File: config.mk
export PLATFORM = sky130hd
export DESIGN_NAME = sys_array_result_serializer
export DESIGN_NICKNAME = d
export VERILOG_FILES = /design/src/rtl/sys_array_pkg.sv /design/src/rtl/sys_array_result_serializer.sv
export SDC_FILE = /design/constraint.sdc
export NUM_CORES = 1
export LEC_CHECK = 0
export BUFFER_PORTS_ARGS = -buffer_cell sky130_fd_sc_hd__buf_4
export CAP_MARGIN = 20
export CORE_UTILIZATION = 40
export DETAILED_ROUTE_END_ITERATION = 8
export REMOVE_ABC_BUFFERS = 1
export SLEW_MARGIN = 20
export SYNTH_ARGS = -nofsm -noshare
export SYNTH_HDL_FRONTEND = slang
export SYNTH_SLANG_ARGS = --single-unit
File: constraint.sdc
create_clock -name clk -period 6.6 [get_ports clk]
set_clock_uncertainty 0.1 [all_clocks]
set_input_delay 0 -clock clk [delete_from_list [all_inputs] [get_ports clk]]
set_output_delay 0 -clock clk [all_outputs]
set_load 0.02 [all_outputs]
File: src/rtl/sys_array_pkg.sv
// Shared types and sizing helpers for the systolic-array result serializer.
// State encodings are plain 2-bit constants so older tools can consume them.
package sys_array_pkg;

    typedef logic [1:0] state_t;

    localparam state_t ST_IDLE     = 2'd0;
    localparam state_t ST_HEADER   = 2'd1;
    localparam state_t ST_PAYLOAD  = 2'd2;
    localparam state_t ST_CHECKSUM = 2'd3;

    localparam logic [7:0] HEADER_DEFAULT = 8'hA5;

    function automatic int bytes_per_elem(input int data_width);
        return (2 * data_width + 7) / 8;
    endfunction

    function automatic int n_payload(input int data_width, input int rows, input int cols);
        return rows * cols * bytes_per_elem(data_width);
    endfunction

    // Counter width that never collapses to zero bits for single-entry ranges.
    function automatic int idx_width(input int n);
        return (n > 1) ? $clog2(n) : 1;
    endfunction

endpackage

File: src/rtl/sys_array_result_serializer.sv
// Captures a finished result matrix and streams it as a framed byte sequence:
// header, row-major MSB-first payload, then XOR checksum of the payload.
module sys_array_result_serializer
    import sys_array_pkg::*;
#(
    parameter int         DATA_WIDTH = 8,
    parameter int         ARRAY_W_W  = 2,
    parameter int         ARRAY_A_L  = 2,
    parameter logic [7:0] HEADER     = HEADER_DEFAULT
) (
    input  logic                                                   clk,
    input  logic                                                   reset,
    input  logic                                                   res_valid,
    input  logic [0:ARRAY_W_W-1][0:ARRAY_A_L-1][2*DATA_WIDTH-1:0]  res_data,
    output logic [7:0]                                             tx_data,
    output logic                                                   tx_valid,
    input  logic                                                   tx_ready,
    output logic                                                   busy,
    output logic                                                   done,
    output logic                                                   overrun
);

    localparam int EW        = 2 * DATA_WIDTH;
    localparam int BPE       = bytes_per_elem(DATA_WIDTH);
    localparam int N_ELEM    = ARRAY_W_W * ARRAY_A_L;
    localparam int N_PAYLOAD = n_payload(DATA_WIDTH, ARRAY_W_W, ARRAY_A_L);
    localparam int ELEM_W    = idx_width(N_ELEM);
    localparam int BIDX_W    = idx_width(BPE);
    localparam int PIDX_W    = idx_width(N_PAYLOAD);

    typedef logic [0:ARRAY_W_W-1][0:ARRAY_A_L-1][EW-1:0] matrix_t;

    state_t              state_q, state_d;
    matrix_t             snap_q, snap_d;
    logic [ELEM_W-1:0]   elem_q, elem_d;
    logic [BIDX_W-1:0]   bidx_q, bidx_d;
    logic [7:0]          csum_q, csum_d;
    logic                done_q, done_d;
    logic                overrun_q, overrun_d;

    logic [7:0]          payload_bytes [N_PAYLOAD];
    logic [PIDX_W-1:0]   sel_idx;
    logic [7:0]          sel_byte;
    logic                handshake;

    // Flatten the snapshot into transmit order: byte 0 of each element is its MSB.
    for (genvar gi = 0; gi < ARRAY_W_W; gi++) begin : g_row
        for (genvar gj = 0; gj < ARRAY_A_L; gj++) begin : g_col
            logic [BPE*8-1:0] elem_pad;
            assign elem_pad = (BPE*8)'(snap_q[gi][gj]);
            for (genvar gb = 0; gb < BPE; gb++) begin : g_byte
                assign payload_bytes[(gi*ARRAY_A_L+gj)*BPE+gb] = elem_pad[(BPE-1-gb)*8 +: 8];
            end
        end
    end

    assign sel_idx   = PIDX_W'(elem_q) * PIDX_W'(BPE) + PIDX_W'(bidx_q);
    assign sel_byte  = payload_bytes[sel_idx];
    assign tx_valid  = (state_q != ST_IDLE);
    assign busy      = (state_q != ST_IDLE);
    assign handshake = tx_valid && tx_ready;
    assign done      = done_q;
    assign overrun   = overrun_q;

    always_comb begin
        tx_data = 8'h00;
        case (state_q)
            ST_HEADER:   tx_data = HEADER;
            ST_PAYLOAD:  tx_data = sel_byte;
            ST_CHECKSUM: tx_data = csum_q;
            default:     tx_data = 8'h00;
        endcase
    end

    always_comb begin
        state_d   = state_q;
        snap_d    = snap_q;
        elem_d    = elem_q;
        bidx_d    = bidx_q;
        csum_d    = csum_q;
        done_d    = 1'b0;
        overrun_d = overrun_q;

        case (state_q)
            ST_IDLE: begin
                if (res_valid) begin
                    snap_d  = res_data;
                    csum_d  = 8'h00;
                    elem_d  = '0;
                    bidx_d  = '0;
                    state_d = ST_HEADER;
                end
            end
            ST_HEADER: begin
                if (res_valid) overrun_d = 1'b1;
                if (handshake) begin
                    elem_d  = '0;
                    bidx_d  = '0;
                    state_d = ST_PAYLOAD;
                end
            end
            ST_PAYLOAD: begin
                if (res_valid) overrun_d = 1'b1;
                if (handshake) begin
                    csum_d = csum_q ^ sel_byte;
                    if (bidx_q == BIDX_W'(BPE-1)) begin
                        bidx_d = '0;
                        if (elem_q == ELEM_W'(N_ELEM-1)) begin
                            state_d = ST_CHECKSUM;
                        end else begin
                            elem_d = elem_q + ELEM_W'(1);
                        end
                    end else begin
                        bidx_d = bidx_q + BIDX_W'(1);
                    end
                end
            end
            default: begin
                if (handshake) begin
                    done_d = 1'b1;
                    // A capture landing on the final handshake starts the next frame directly.
                    if (res_valid) begin
                        snap_d  = res_data;
                        csum_d  = 8'h00;
                        elem_d  = '0;
                        bidx_d  = '0;
                        state_d = ST_HEADER;
                    end else begin
                        state_d = ST_IDLE;
                    end
                end else if (res_valid) begin
                    overrun_d = 1'b1;
                end
            end
        endcase
    end

    always_ff @(posedge clk or posedge reset) begin
        if (reset) begin
            state_q   <= ST_IDLE;
            snap_q    <= '0;
            elem_q    <= '0;
            bidx_q    <= '0;
            csum_q    <= 8'h00;
            done_q    <= 1'b0;
            overrun_q <= 1'b0;
        end else begin
            state_q   <= state_d;
            snap_q    <= snap_d;
            elem_q    <= elem_d;
            bidx_q    <= bidx_d;
            csum_q    <= csum_d;
            done_q    <= done_d;
            overrun_q <= overrun_d;
        end
    end

endmodule

==> results.py <==
metrics = {
    "floorplanning": {
        "fp.dieW_um": 100.9,
        "placeableCoreArea_sq_mm": 0.009371,
        "core.rowCount": 35,
        "io-pin-count": 80,
        "starting_density_of_the_core_pct": 41.74,
        "die_area_sq_mm": 0.01018,
        "die_height_um": 100.9,
    },
    "route": {
        "route.detailed.wl_per_inst_um": 15.09,
        "detailedRoute.firstPassIterationCount": 4,
        "avgViaCountPerCell": 5.004,
        "route.vias.total": 2792,
        "drtIter0Drc": 194,
        "finalWirelength_um": 8423,
        "ant_nets": 0,
        "drcViolationCount": 0,
    },
    "timing": {
        "report.final.hold_viol_count": 0,
        "final-max-slew-violation-count": 0,
        "finalSetupViolCount": 0,
        "grt_setup_unrepaired": "false",
        "timing.final.crit_share_pct": 42.85,
        "timing.final.ws_setup_ns": 3.772,
        "tightest_slew_ns": 1.016,
        "final.hold.worst_slack_ns": 0.2996,
        "maxClockFrequency_mhz": 353.6,
        "timing.slew.headroom_pct": 32.29,
        "final.setup.tns_ns": 0,
        "period_needed_ns": 2.828,
    },
    "global_route": {
        "grt_max_degree": 80,
        "antenna_found_initial": 0,
        "grt.total_usage_pct": 18.25,
        "overflow": 0,
        "first_global_vias": 2812,
        "grt_first_pass_wirelength_um": 13970,
    },
    "finish": {
        "layout.core_utilization_pct": 58.42,
        "most-common-layout-cells": "buf_4 (81), dfrtp_1 (79), mux2_2 (70), dlygate4sd3_1 (68), nand2_1 (18)",
        "post_route_cells_drive_above_1_share_pct": 41.49,
        "nets": 499,
        "fillCellCount": 795,
        "area.growth.synth_to_final_pct": 39.99,
        "diodes": 0,
        "layout.cells.most_common": "buf_4",
    },
    "critical_path": {
        "crit_type": "flip-flop to output pin",
        "crit-reg2reg-launch": "state_q[0]",
        "arrival_ns": 2.73,
        "worst-r2r-cell-count": 6,
        "critical_path_launch_point_type": "flip-flop",
        "setup.reg_to_reg.worst_slack_ns": 3.84,
        "crit_path_max_fanout": 18,
        "crit_slowest_cell": "dfrtp_1",
        "required_ns": 6.50,
        "worst_r2r_endpoint": "csum_q[1]",
        "worstSetupEndpointType": "output pin",
        "timing.critical_path.cells": "mux4_1, mux2_2, a22oi_1, nor2_1, buf_4",
        "critical-path-max-stage-delay_ns": 1.02,
    },
    "clock_network": {
        "cts-htree-levels": 3,
        "clock_root_buffer": "clkbuf_8",
        "clkLatencyLatePin_ns": 0.35,
        "total_clock_buffers_created_by_cts": 9,
        "cts.sink_count": 79,
        "cts.reportedPaths.clkPinSlew_ns": 0.08,
        "cts-root-to-sink-buffers": 2,
        "cts_tree": "yes",
    },
    "power": {
        "power.density_mw_per_mm2": 433.9,
        "p_total_uw": 2376,
        "peak_supply_drop_mv": 0.1750,
        "static-leakage-power_uw": 0.002380,
    },
    "yosys": {
        "netlist_area_sq_mm": 0.003911,
        "postSynth.topFlopCell": "dfrtp_1",
        "synth.top_cell.area_share_pct": 50.54,
        "synth_sequential_area_ratio_pct": 50.54,
        "number_of_enable_flip_flop_cells_after_synthesis": 0,
        "netlist_top_cells_area": "dfrtp_1 (51%), mux2_2 (20%), mux4_1 (6.7%)",
        "syn_avg_cell_area_sq_um": 13.82,
        "async_reset_ff_share_pct": 100.0,
        "yosys_warnings": 0,
        "post_synth_inst_count": 283,
        "synthDominantAreaCellType": "dfrtp_1",
        "ys_types": 37,
        "synth-seq-cells": 79,
    },
    "placed_design": {
        "gp_congestion": 0.8327,
        "io_buffer_count": 79,
        "dp.final_hpwl_um": 5231,
        "post-place-ws_ns": 3.853,
    },
    "run": {
        "cap_violations": 0,
    },
    "worst_hold_path": {
        "min_path_type": "primary input to asynchronous set/reset pin",
    },
    "outcome": {
        "run_status": "finished, final reports clean",
    },
}
[cell type report]
type | count | area, sq um | share of cell area (%)
multi-input combinational | 178 | 1800 | 32.88
timing repair buffer | 150 | 1300 | 23.74
clock buffer | 10 | 127.6 | 2.331
tap | 129 | 161.4 | 2.948
clock inverter | 6 | 85.08 | 1.554
sequential | 79 | 1977 | 36.11
inverter | 6 | 23.77 | 0.4342
[worst max path at each step]
| stage | slack [ns] | startpoint | endpoint |
|---|---|---|---|
| 2_1_floorplan | 0.005 | state_q[1] | g_row[0].g_col[0].elem_pad[0] |
| 3_3_place_gp | 3.98 | state_q[0] | csum_q[7] |
| 3_5_place_dp | 3.85 | state_q[1] | csum_q[1] |
| 4_1_cts | 3.69 | elem_q[1] | tx_data[1] |
| 5_1_grt | 3.59 | bidx_q | tx_data[6] |
| 6_report | 3.77 | elem_q[1] | tx_data[1] |
[cell families after synthesis]
| kind of cell | Yosys count | synth area share (%) |
|---|---|---|
| multiplexers | 93 | 32.37 |
| flip-flops | 79 | 50.54 |
| AND/OR/NAND/NOR | 51 | 6.142 |
| AO/OA/AOI/OAI | 27 | 5.151 |
| buffers and inverters | 26 | 3.551 |
| adder cells (fa/ha/maj) | 7 | 2.239 |
[flip-flops by register name, indices dropped and copies added (netlist names)]
name and flops:
bidx_q 1, elem_q 2, csum_q 8, g_row.g_col.elem_pad 64, done 1, state_q 2
overrun 1
[through the flow]
stage | area (sq um) | std cells
final | 5475 | 558
after CTS | 5472 | 558
after detailed placement | 4578 | 474
after global placement | 4578 | 474
after global routing | 5475 | 558
after floorplan | 3795 | 263
[per-layer routing]
layer / part of all wire [%] / GRT usage, % / vias to the layer above
li1: - / - / 1342
met1: 47 / 24.94 / 1379
met2: 47 / 28.77 / 60
met3: 4.2 / 3.606 / 11
met4: 1.6 / 7.023 / 0
met5: 0 / 0 / -
[power by group]
group	switching [uW]	total (uW)	internal, uW
sequential	177	898	721
clock	177	389	212
combinational	463	1090	625
total	817	2380	1560
[critical path: cells and delay by family, from the launching register on]
kind,cells,cell delay (ns)
muxes,2,0.96
and+or+nand+nor,1,0.08
DFF,1,1.02
AOI/OAI and AO/OA,1,0.14
buffers and inverters,1,0.17
[synthesized netlist by cell type, drive strengths merged (5+ instances only)]
cell / n
mux2i: 5
inv: 6
dfrtp: 79
nor4: 7
a221o: 7
nor2: 15
nand2: 18
mux4: 16
mux2: 72
buf: 13
ha: 7
clkbuf: 7
[repair_timing]
action                    4_1_cts  5_1_grt
gates resized for setup         0        0
hold endpoints to repair      147        0
hold buffers                   68        0
buffers inserted                0        0
No activity file was read; power rests on OpenSTA's default activity.
